**config.mk**
```make
export PLATFORM = sky130hd
export DESIGN_NAME = atm_account_db
export DESIGN_NICKNAME = d
export VERILOG_FILES = /design/src/rtl/atm_account_db.sv
export SDC_FILE = /design/constraint.sdc
export NUM_CORES = 1
export LEC_CHECK = 0
export BUFFER_PORTS_ARGS = -buffer_cell sky130_fd_sc_hd__buf_2
export CORE_MARGIN = 5
export CORE_UTILIZATION = 65
export DETAILED_ROUTE_END_ITERATION = 10
export PLACE_DENSITY = 0.83
export SLEW_MARGIN = 10
export SYNTH_ARGS = -nofsm -noshare
export SYNTH_HDL_FRONTEND = slang
export SYNTH_SLANG_ARGS = --single-unit
```
**constraint.sdc**
```tcl
create_clock -name clk -period 10.45 [get_ports clk]
set_input_delay 1.5675 -clock clk [delete_from_list [all_inputs] [get_ports clk]]
set_output_delay 1.5675 -clock clk [all_outputs]
set_load 0.05 [all_outputs]
```
**src/rtl/atm_account_db.sv**
```systemverilog
// Per-account PIN/balance/lock store with a 3-state request responder (IDLE, LOOKUP, RESP).
// One request every three cycles; response outputs hold until the next RESP.
module atm_account_db #(
    parameter int BALANCE_WIDTH = 20,
    parameter int PIN_WIDTH     = 16,
    parameter int NUM_ACCOUNTS  = 8,
    parameter int ID_WIDTH      = 3,
    parameter int MAX_TRIES     = 3
) (
    input  logic                     clk,
    input  logic                     rst,
    input  logic                     req,
    input  logic [1:0]               cmd,
    input  logic [ID_WIDTH-1:0]      acct_id,
    input  logic [PIN_WIDTH-1:0]     pin_in,
    input  logic [BALANCE_WIDTH-1:0] wr_balance,
    input  logic                     session_end,
    output logic                     busy,
    output logic                     done,
    output logic [BALANCE_WIDTH-1:0] current_balance,
    output logic                     wrong_psw,
    output logic                     locked,
    output logic                     cmd_error
);

    typedef enum logic [1:0] {IDLE, LOOKUP, RESP} state_t;

    localparam logic [1:0] CMD_AUTH   = 2'b00;
    localparam logic [1:0] CMD_READ   = 2'b01;
    localparam logic [1:0] CMD_COMMIT = 2'b10;
    localparam logic [1:0] MAX_CNT    = 2'(MAX_TRIES);

    state_t                     state;
    logic [1:0]                 cmd_p0;
    logic [ID_WIDTH-1:0]        id_p0;
    logic [PIN_WIDTH-1:0]       pin_p0;
    logic [BALANCE_WIDTH-1:0]   bal_p0;

    logic [PIN_WIDTH-1:0]       pin_mem  [NUM_ACCOUNTS];
    logic [BALANCE_WIDTH-1:0]   bal_mem  [NUM_ACCOUNTS];
    logic [1:0]                 cnt_mem  [NUM_ACCOUNTS];
    logic                       lock_mem [NUM_ACCOUNTS];

    logic                       sess_valid;
    logic [ID_WIDTH-1:0]        sess_id;

    logic                       id_ok;
    logic                       sess_ok;
    logic [PIN_WIDTH-1:0]       cur_pin;
    logic [BALANCE_WIDTH-1:0]   cur_bal;
    logic [1:0]                 cur_cnt;
    logic                       cur_lock;
    logic [1:0]                 cnt_inc;

    // Fail counter never wraps: it stops at the lock threshold.
    function automatic logic [1:0] sat_inc(input logic [1:0] c);
        return (c >= MAX_CNT) ? MAX_CNT : c + 2'd1;
    endfunction

    assign id_ok    = (int'(id_p0) < NUM_ACCOUNTS);
    assign sess_ok  = sess_valid && (sess_id == id_p0);
    assign cur_pin  = pin_mem[id_p0];
    assign cur_bal  = bal_mem[id_p0];
    assign cur_cnt  = cnt_mem[id_p0];
    assign cur_lock = lock_mem[id_p0];
    assign cnt_inc  = sat_inc(cur_cnt);

    // Request capture at the accepting edge
    always_ff @(posedge clk) begin
        if (state == IDLE && req) begin
            cmd_p0 <= cmd;
            id_p0  <= acct_id;
            pin_p0 <= pin_in;
            bal_p0 <= wr_balance;
        end
    end

    // Lookup/update at LOOKUP->RESP, response registered on the same edge
    always_ff @(posedge clk or negedge rst) begin
        if (!rst) begin
            state           <= IDLE;
            busy            <= 1'b0;
            done            <= 1'b0;
            current_balance <= '0;
            wrong_psw       <= 1'b0;
            locked          <= 1'b0;
            cmd_error       <= 1'b0;
            sess_valid      <= 1'b0;
            sess_id         <= '0;
            for (int i = 0; i < NUM_ACCOUNTS; i++) begin
                pin_mem[i]  <= '0;
                bal_mem[i]  <= '0;
                cnt_mem[i]  <= '0;
                lock_mem[i] <= 1'b0;
            end
        end else begin
            // A successful AUTH below overrides a coincident session_end.
            if (session_end) sess_valid <= 1'b0;
            unique case (state)
                IDLE: begin
                    if (req) begin
                        state <= LOOKUP;
                        busy  <= 1'b1;
                    end
                end
                LOOKUP: begin
                    state           <= RESP;
                    done            <= 1'b1;
                    current_balance <= '0;
                    wrong_psw       <= 1'b0;
                    locked          <= 1'b0;
                    cmd_error       <= 1'b0;
                    if (!id_ok) begin
                        cmd_error <= 1'b1;
                    end else begin
                        unique case (cmd_p0)
                            CMD_AUTH: begin
                                if (cur_lock) begin
                                    wrong_psw <= 1'b1;
                                    locked    <= 1'b1;
                                end else if (cur_pin == pin_p0) begin
                                    cnt_mem[id_p0]  <= '0;
                                    sess_valid      <= 1'b1;
                                    sess_id         <= id_p0;
                                    current_balance <= cur_bal;
                                end else begin
                                    wrong_psw      <= 1'b1;
                                    cnt_mem[id_p0] <= cnt_inc;
                                    sess_valid     <= 1'b0;
                                    if (cnt_inc == MAX_CNT) begin
                                        lock_mem[id_p0] <= 1'b1;
                                        locked          <= 1'b1;
                                    end
                                end
                            end
                            CMD_READ: begin
                                if (sess_ok) begin
                                    current_balance <= cur_bal;
                                    locked          <= cur_lock;
                                end else begin
                                    cmd_error <= 1'b1;
                                end
                            end
                            CMD_COMMIT: begin
                                if (sess_ok) begin
                                    bal_mem[id_p0]  <= bal_p0;
                                    current_balance <= bal_p0;
                                    locked          <= cur_lock;
                                end else begin
                                    cmd_error <= 1'b1;
                                end
                            end
                            default: begin
                                pin_mem[id_p0]  <= pin_p0;
                                bal_mem[id_p0]  <= bal_p0;
                                cnt_mem[id_p0]  <= '0;
                                lock_mem[id_p0] <= 1'b0;
                                current_balance <= bal_p0;
                                if (sess_id == id_p0) sess_valid <= 1'b0;
                            end
                        endcase
                    end
                end
                RESP: begin
                    state <= IDLE;
                    busy  <= 1'b0;
                    done  <= 1'b0;
                end
                default: begin
                    state <= IDLE;
                    busy  <= 1'b0;
                    done  <= 1'b0;
                end
            endcase
        end
    end

endmodule

```
# Word level (Yosys, flattened, before mapping)
# Index checks and enable logic that the tools add are counted.
# classes
n_addsub	1
order_cmp	3
n_eq_ne	11
muxes	59
n_bitwise	11
reduce_logical	14
# op_table
op	n
160-bit one-hot mux with 2 select lines	1
160-bit bitwise mux	1
160-bit 2-to-1 mux	1
20-bit 2-to-1 mux	7
128-bit bitwise mux	1
16-bit 2-to-1 mux	5
20-bit binary-select mux with 3-bit select	1
20-bit demux with 3-bit select	1
20-bit one-hot mux with 3 select lines	1
16-bit binary-select mux with 3-bit select	1
16-bit demux with 3-bit select	1
16-bit one-hot mux with 2 select lines	1
8-bit 2-to-1 mux	3
1-bit 2-to-1 mux	18
16-bit bitwise AND	1
16-bit bitwise mux	1
16-bit == test	1
16-bit NOT	1
8-bit one-hot mux with 2 select lines	1
2-bit 2-to-1 mux	5
2-bit inequality test (second input constant)	5
8-bit bitwise AND	1
8-bit NOT	1
8-bit bitwise OR	1
other kinds (23)	38
# totals
regBits	384
in_bits	45
output_inout_bits	25
elab_cells	144

# Logic depth before layout (Yosys ltp)
# Gate-level depths: netlist (run 1).
# depth
ltp_word	11
ltp_mapped	12
ltp_nobuf	8

# Worst setup path before layout (run 1)
# OpenSTA, ideal clock, no wires.
# synth_timing
path_kind	in2reg
from	in req
to	reg bal_p0[0], enable pin
setup_ns	0.501
arrival_ns	4.627
t_required_ns	9.949
setup_slack_ns	5.321
cell_stages	1
path_buffers	0
cell_sequence	nor3b_1
# synth_between
elab_chain_len	1
# synth_rtl
element	line	source
from (decl)	12	input logic req,
1-bit logical AND	70	if (state == IDLE && req) begin
to (signal assigned)	74	bal_p0 <= wr_balance;
to (decl)	37	logic [BALANCE_WIDTH-1:0] bal_p0;
# No other way between the ends.
# A chain may end at the register's enable or synchronous reset.

# Final worst setup path (run 1)
# layout_timing
from	reg id_p0[1]
to	reg cnt_mem[4] (netlist name)
# layout_between
elab_chain_len	10
word_cells_on_any_way	27
classes_between	1 x add/sub; 3 x order compare; 2 x eq/ne; 16 x mux; 3 x bitwise; 2 x reduce/logical
# layout_rtl
element	line	source
from (decl)	35	logic [ID_WIDTH-1:0] id_p0;
from (signal assigned)	72	id_p0 <= acct_id;
3-bit NOT with 4-bit output (implied by the code) (*)	--	
2-bit binary-select mux with 3-bit select, or another cell as far along	64	assign cur_cnt = cnt_mem[id_p0];
2-bit 2-to-1 mux (implied by the code) or 1-bit logical AND (tied branches)	--	
2-bit 2-to-1 mux (on tied branches)	--	
2-bit by 1-bit adder with 2-bit output, or another cell as far along	57	return (c >= MAX_CNT) ? MAX_CNT : c + 2'd1;
2-bit 2-to-1 mux or 16-bit NOT (tied branches)	--	
16-bit bitwise mux or 16-bit bitwise AND (tied branches)	--	
16-bit 2-to-1 mux	121	end else if (cur_pin == pin_p0) begin
16-bit 2-to-1 mux	118	if (cur_lock) begin
16-bit one-hot mux with 2 select lines	116	unique case (cmd_p0)
to (signal, indexed assignment)	128	cnt_mem[id_p0] <= cnt_inc;
to (decl)	41	logic [1:0] cnt_mem [NUM_ACCOUNTS];
# Every way passes the cells marked *; elsewhere a longest branch is shown, timed or not. The select of a mux whose other input is x is not followed.

==> results of run 1 <==
## cells in the mapped netlist, types with 20 or more instances
| cell type | count | area share |
|---|---|---|
| o21ai_0 | 28 | 0.0081 |
| a22o_1 | 20 | 0.010 |
| dfrtp_1 | 343 | 0.50 |
| mux2i_1 | 30 | 0.017 |
| nand2_1 | 40 | 0.0087 |
| o22ai_1 | 60 | 0.022 |
| mux2_2 | 303 | 0.20 |
| clkbuf_1 | 56 | 0.012 |
| buf_1 | 38 | 0.0083 |
| a31oi_1 | 24 | 0.0087 |
| nor2_1 | 39 | 0.0085 |
| a21oi_1 | 26 | 0.0075 |
| edfxtp_1 | 41 | 0.071 |
## layer usage
metal | vias to the layer above | share of wire | track usage | wire length [µm]
li1 | 4881 | - | - | -
met3 | 135 | 0.068 | 0.0511 | 2850
met1 | 5785 | 0.40 | 0.368 | 16700
met5 | - | 0 | 0 | 0
met2 | 478 | 0.49 | 0.472 | 20600
met4 | 0 | 0.043 | 0.107 | 1790
## metrics by stage
step / utilization / instances / hold slack (ns)
6_report: 0.730 / 1688 / 0.483
5_1_grt: 0.730 / 1688 / 0.508
4_1_cts: 0.730 / 1688 / 0.486
3_5_place_dp: 0.682 / 1617 / 0.473
3_3_place_gp: 0.682 / 1617 / 0.462
2_1_floorplan: - / 1294 / 0.446
## registers in the layout (all words and copies together) (netlist names), 2 cells and up, named ones only
register / cells
pin_p0: 16
current_balance: 20
id_p0: 3
cmd_p0: 2
bal_mem: 160
pin_mem: 128
bal_p0: 20
sess_id: 3
state: 2
cnt_mem: 16
## worst max-delay path, stage by stage, from the launching register on
cell and delay, ns:
edfxtp_1 0.32, buf_4 0.55, clkinv_1 0.59, a22oi_1 0.33, nor2_1 0.09, a221o_1 0.34, a211oi_1 0.99, nand3_1 0.21
a22o_1 0.30
## power groups by stage
stage / Clock (mW) / Combinational, mW / Sequential, mW
after floorplan: 0 / 0.562 / 2.14
after global placement: 0 / 0.823 / 2.07
after detailed placement: 0 / 0.859 / 2.10
after CTS: 1.36 / 0.868 / 2.08
after global routing: 1.43 / 0.935 / 2.12
final: 1.35 / 0.864 / 2.08
## cell families (layout without fill, tap and decap cells)
family | after synthesis | count (layout) | synth area share
multiplexers | 354 | 354 | 0.241
AO/OA/AOI/OAI | 246 | 246 | 0.101
XOR/XNOR | 14 | 14 | 0.00710
buffers and inverters | 130 | 189 | 0.0309
AND/OR/NAND/NOR | 162 | 162 | 0.0494
adder cells (fa/ha/maj) | 4 | 4 | 0.00290
flip-flops | 384 | 384 | 0.568
## path summary, 6_finish.rpt
check                          from          end  slack [ns]  cells after the start
max in group asynchronous       rst  pin_mem[57]        6.85                      3
max                        id_p0[1]   cnt_mem[4]        6.56                      8
min                            busy         busy        0.48                      1
max reg2reg                id_p0[1]   cnt_mem[4]        6.56                      8
min reg2reg                    busy         busy        0.48                      1
min in group asynchronous       rst  bal_mem[87]        1.15                      1
## layout make-up
cell class,count,area share
clock buffers,64,0.0631
repair buffers,104,0.0324
inverters,14,0.00276
flip-flops and latches,384,0.515
well taps,335,0.0220
multi-input cells,780,0.363
clock inverters,7,0.00236
==> results.md, run 1 <==
- DP Worst Slack: 6.23 ns
- Most frequent cells in the layout: dfrtp_1 (343), mux2_2 (303), buf_2 (68), o22ai_1 (60), clkbuf_16 (42)
- Design Power: ~4.3 mW
- Post-synth ARST share: 0.893
- Synthesized area per cell: 13.3 µm²
- Hold Fails Final Rpt: 0
- Sw power: about 1.2 mW
- Power per cell area: between 200 and 250 nW/µm²
- DR vias: about 11,000
- Lkg Pwr: a little under 9 nW
- Ys Warns: 0
- First-pass GRT wire length: 67,000 µm
- DRC viols: 0
- Critical Path AT: around 4.3 ns
- Crit path kind: reg2reg
- First drt pass iteration count: 6
- Antenna-violating nets left: 0
- Final-layout fill cell count: between 1,500 and 2,000
- WL/cell: 24.9 µm
- Main synth FF type: dfrtp_1
- Row count: 59
- Syn-to-layout area delta: 10.5%
- Vias in the first global route: roughly 12,000
- Std-Cell Core Area: about 26,000 µm²
- Net count after synthesis: around 1,300
- N_diodes: 0
- Die X: between 150 and 200 µm
- Switching fraction of total power: 0.286
- # hold bufs at CTS: 0
- Clock period minus worst slack: 3.89 ns
- Startpoint class of the critical path: flip-flop
- CTS Root Cell: clkbuf_16
- # setup viols final: 0
- I/O Buffers: between 60 and 70
- Post-DP Area: 17,800 µm²
- Clk_skew: 0.0175 ns
- CTS resizes: 0
- Pin count of the biggest net entering global routing: approximately 140
- Worst slew pin tran: roughly 1.2 ns
- Die area: approximately 30,000 µm²
- CTS buffer count: 40
- Share of post-route cells with drive strength above 1: 0.361
- CP endpoint kind: flip-flop
- # nets final: about 1,400
- Internal power: about 3.1 mW
- Post-detail-place hpwl: between 20,000 and 25,000 µm
- Period utilization: 0.372
- Drt total wl: about 42,000 µm
- Setup ws final: between 6 and 7 ns
- Clk slew on worst S/H paths: 0.06 ns
- Seq cells post-synth: roughly 380
- Power share of the combinational group: 0.201
- Multi-input logic area: 6920 µm²
- CP Data Required Time: 10.85 ns
- CP Max Fanout: 44
- Initial antenna violation count: 0
- Initial Util: 0.661
- Max-slew violation count: 0
- Maxcap violations: 0
- I/O pins: 70
- Max clock buf depth: 3
- H-Tree Depth: 2
- Seq/Total Area, Yosys: 0.568
- Mapped Cells: 1,294
- Unrepaired setup endpoints after global routing: false
- GRT Overall Usage: 0.281
- Clock share of power: 0.314
- Commonest non-fill, non-tap cell in the layout: dfrtp_1
- Post-Syn Area: 17,300 µm²
- Post-route design area: approximately 19,000 µm²
- Slew HR: 0.201
- Total gr overflow: 0
- Post-CTS Setup Inserts: 0
- CTS tree: yes
- Drt initial violations: 1,078
- Clk_lat worst skew: 0.53 ns
- Seq pwr share: 0.485
- FF+latch area: slightly below 10,000 µm²
- Die height: between 150 and 200 µm
- Num Clock Sinks: 384
- Number of flops mapped to enable cells by yosys: between 40 and 50
- Distinct cells, synth: ~60
- Outcome: complete, no violations
- GPL Wtd Cong: ~0.85
- Via density: around 6.7
- VDD IR max: roughly 0.15 mV
- TNS Setup: 0 ns
- Hold Path Class: reg2reg
- Peak Freq: between 200 and 300 MHz
Power figures use the tool's default switching activity.
==> inputs of run 2 (changes only) <==
--- a/config.mk
+++ b/config.mk
@@ -7,9 +7,9 @@
 export LEC_CHECK = 0
 export BUFFER_PORTS_ARGS = -buffer_cell sky130_fd_sc_hd__buf_2
 export CORE_MARGIN = 5
-export CORE_UTILIZATION = 65
+export CORE_UTILIZATION = 56
 export DETAILED_ROUTE_END_ITERATION = 10
-export PLACE_DENSITY = 0.83
+export PLACE_DENSITY = 0.76
 export SLEW_MARGIN = 10
 export SYNTH_ARGS = -nofsm -noshare
 export SYNTH_HDL_FRONTEND = slang
==> constraint.sdc (replaced) <==
create_clock -name clk -period 3.18 [get_ports clk]
set_input_delay 0.477 -clock clk [delete_from_list [all_inputs] [get_ports clk]]
set_output_delay 0.477 -clock clk [all_outputs]
set_load 0.05 [all_outputs]
==> results.md, run 2 (synthesis results as in run 1) <==
- Max clock buf depth: 3
- VDD IR max: between 0.5 and 0.6 mV
- GRT Overall Usage: 0.253
- Std-Cell Core Area: roughly 31,000 µm²
- Outcome: complete, no violations
- Unrepaired setup endpoints after global routing: false
- Die X: approximately 190 µm
- Clk slew on worst S/H paths: around 0.060 ns
- Num Clock Sinks: between 300 and 400
- Slew HR: 0.501
- Commonest non-fill, non-tap cell in the layout: dfrtp_1
- Reg2reg setup slack: 0.14 ns
- I/O pins: 70
- Placed insts: ~1,700
- Crit Reg-Reg Startpoint: id_p0[2]
- Hold Path Class: in2reg
- GPL Wtd Cong: 0.888
- CTS buffer count: 40
- # nets final: ~1,400
- Final-layout fill cell count: approximately 2,300
- Drt total wl: around 43,000 µm
- Clock period minus worst slack: slightly above 3 ns
- Initial antenna violation count: 0
- Row count: 64
- CTS Root Cell: clkbuf_16
- Pin count of the biggest net entering global routing: a little over 80
- Clk_lat worst skew: between 0.5 and 0.6 ns
- Seq pwr share: 0.479
- Clk_skew: approximately 0.016 ns
- Share of post-route cells with drive strength above 1: 0.380
- Antenna-violating nets left: 0
- Max-slew violation count: 0
- WL/cell: between 20 and 25 µm
- Vias in the first global route: 11,900
- DR vias: 11,300
- Worst slew pin tran: between 0.7 and 0.8 ns
- CP Max Fanout: 40
- Worst-case reg-to-reg path depth: 9
- Period utilization: 0.957
- WHS Endpoint: pin_p0[0]
- Top Registers: bal_mem: 160 flops, pin_mem: 128 flops
- Most frequent cells in the layout: dfrtp_1 (343), mux2_2 (303), buf_2 (68), o22ai_1 (60), buf_4 (59)
- Lkg Pwr: 9.08 nW
- N_diodes: 0
- H-Tree Depth: 2
- Drt initial violations: between 1,000 and 1,500
- CTS tree: yes
- First-pass GRT wire length: slightly below 70,000 µm
- Hold wc startpoint: pin_in[0]
- Initial Util: 0.566
- Syn-to-layout area delta: 13.5%
- Startpoint class of the critical path: flip-flop
- # setup viols final: 0
- Die height: around 190 µm
- Post-route insts no fill: 1,786
- Die area: 34,400 µm²
- Internal power: slightly above 10 mW
- Switching fraction of total power: 0.283
- Hold depth: 1
- First drt pass iteration count: 5
- Maxcap violations: 0
- FF+latch area: 9810 µm²
- I/O Buffers: 69
- Critical Path AT: roughly 3.5 ns
- TNS Setup: 0 ns
- Hold Fails Final Rpt: 0
- CP Data Required Time: between 3 and 4 ns
- Crit path kind: reg2reg
- RR Endpoint: cnt_mem[13]
- Sw power: between 4 and 5 mW
- Post-detail-place hpwl: ~26,000 µm
- DRC viols: 0
- Peak Freq: ~330 MHz
- Max reg flops: 160
- Via density: around 6.4
- Post-CTS Setup Inserts: 0
- CTS resizes: 0
- Power share of the combinational group: 0.202
- Power per cell area: ~730 nW/µm²
- Clock share of power: 0.320
- Multi-input logic area: roughly 6900 µm²
- Total gr overflow: 0
- CP endpoint kind: flip-flop
- Largest reg by FF count: bal_mem
[run 2: cell count changes in the layout (fill, tap and decap cells not counted), sizes merged]
cell / previous run / this run
buf: 104 / 138
inv: 12 / 14
bufinv: 0 / 1
clkbuf: 64 / 63
dlygate4sd3: 0 / 1
[run 2: what timing repair did]
item,CTS,global route
setup endpoints to repair,0,1
hold endpoints to repair,70,0
hold buffers,1,0
[run 2: area by class of cell]
type,count,share of cell area
repair buffers,139,0.0515
clock buffers,63,0.0618
inverters,14,0.00268
well taps,396,0.0253
multi-input cells,780,0.354
clock inverters,10,0.00422
flip-flops and latches,384,0.501
[run 2: metal layers]
layer / share of wire / GRT usage
met1: 0.41 / 0.338
met2: 0.49 / 0.423
met3: 0.067 / 0.0397
met4: 0.038 / 0.0956
met5: 0 / 0
[run 2: worst max path at each step]
stage | depth (start not counted) | start | endpoint | slack (ns)
3_3_place_gp | 8 | id_p0[2] | sess_id[1] | 0.22
5_1_grt | 11 | id_p0[0] | wrong_psw | 0.006
3_5_place_dp | 9 | id_p0[1] | wrong_psw | 0.19
4_1_cts | 9 | id_p0[1] | wrong_psw | 0.17
6_report | 9 | id_p0[2] | cnt_mem[13] | 0.14
2_1_floorplan | 11 | id_p0[2] | wrong_psw | 0.51
[run 2: stage by stage]
stage	hold WS, ns	power, mW	worst slack, ns	utilization	cell area, µm²
2_1_floorplan	0.181	8.87	0.511	-	17300
3_3_place_gp	0.464	9.60	0.216	0.599	18300
3_5_place_dp	0.477	9.78	0.190	0.599	18300
4_1_cts	0.0953	14.4	0.169	0.642	19600
5_1_grt	0.106	14.9	0.00616	0.642	19600
6_report	0.118	14.3	0.138	0.642	19600
[run 2: power groups by stage]
stage	clock network, mW	logic (mW)	registers [mW]
6_report	4.57	2.88	6.84
5_1_grt	4.85	3.13	6.97
4_1_cts	4.66	2.90	6.83
3_5_place_dp	0	2.88	6.90
3_3_place_gp	0	2.78	6.83
2_1_floorplan	0	1.85	7.02
[run 2: worst max-delay path, cell delays in order, from the launching register on]
cell and delay (ns):
edfxtp_1 0.48, buf_12 0.28, mux2_2 0.38, a22oi_1 0.21, nor2_1 0.09, a221o_1 0.30
a211o_1 0.48, buf_4 0.29, nor3_1 0.27, a22o_1 0.17
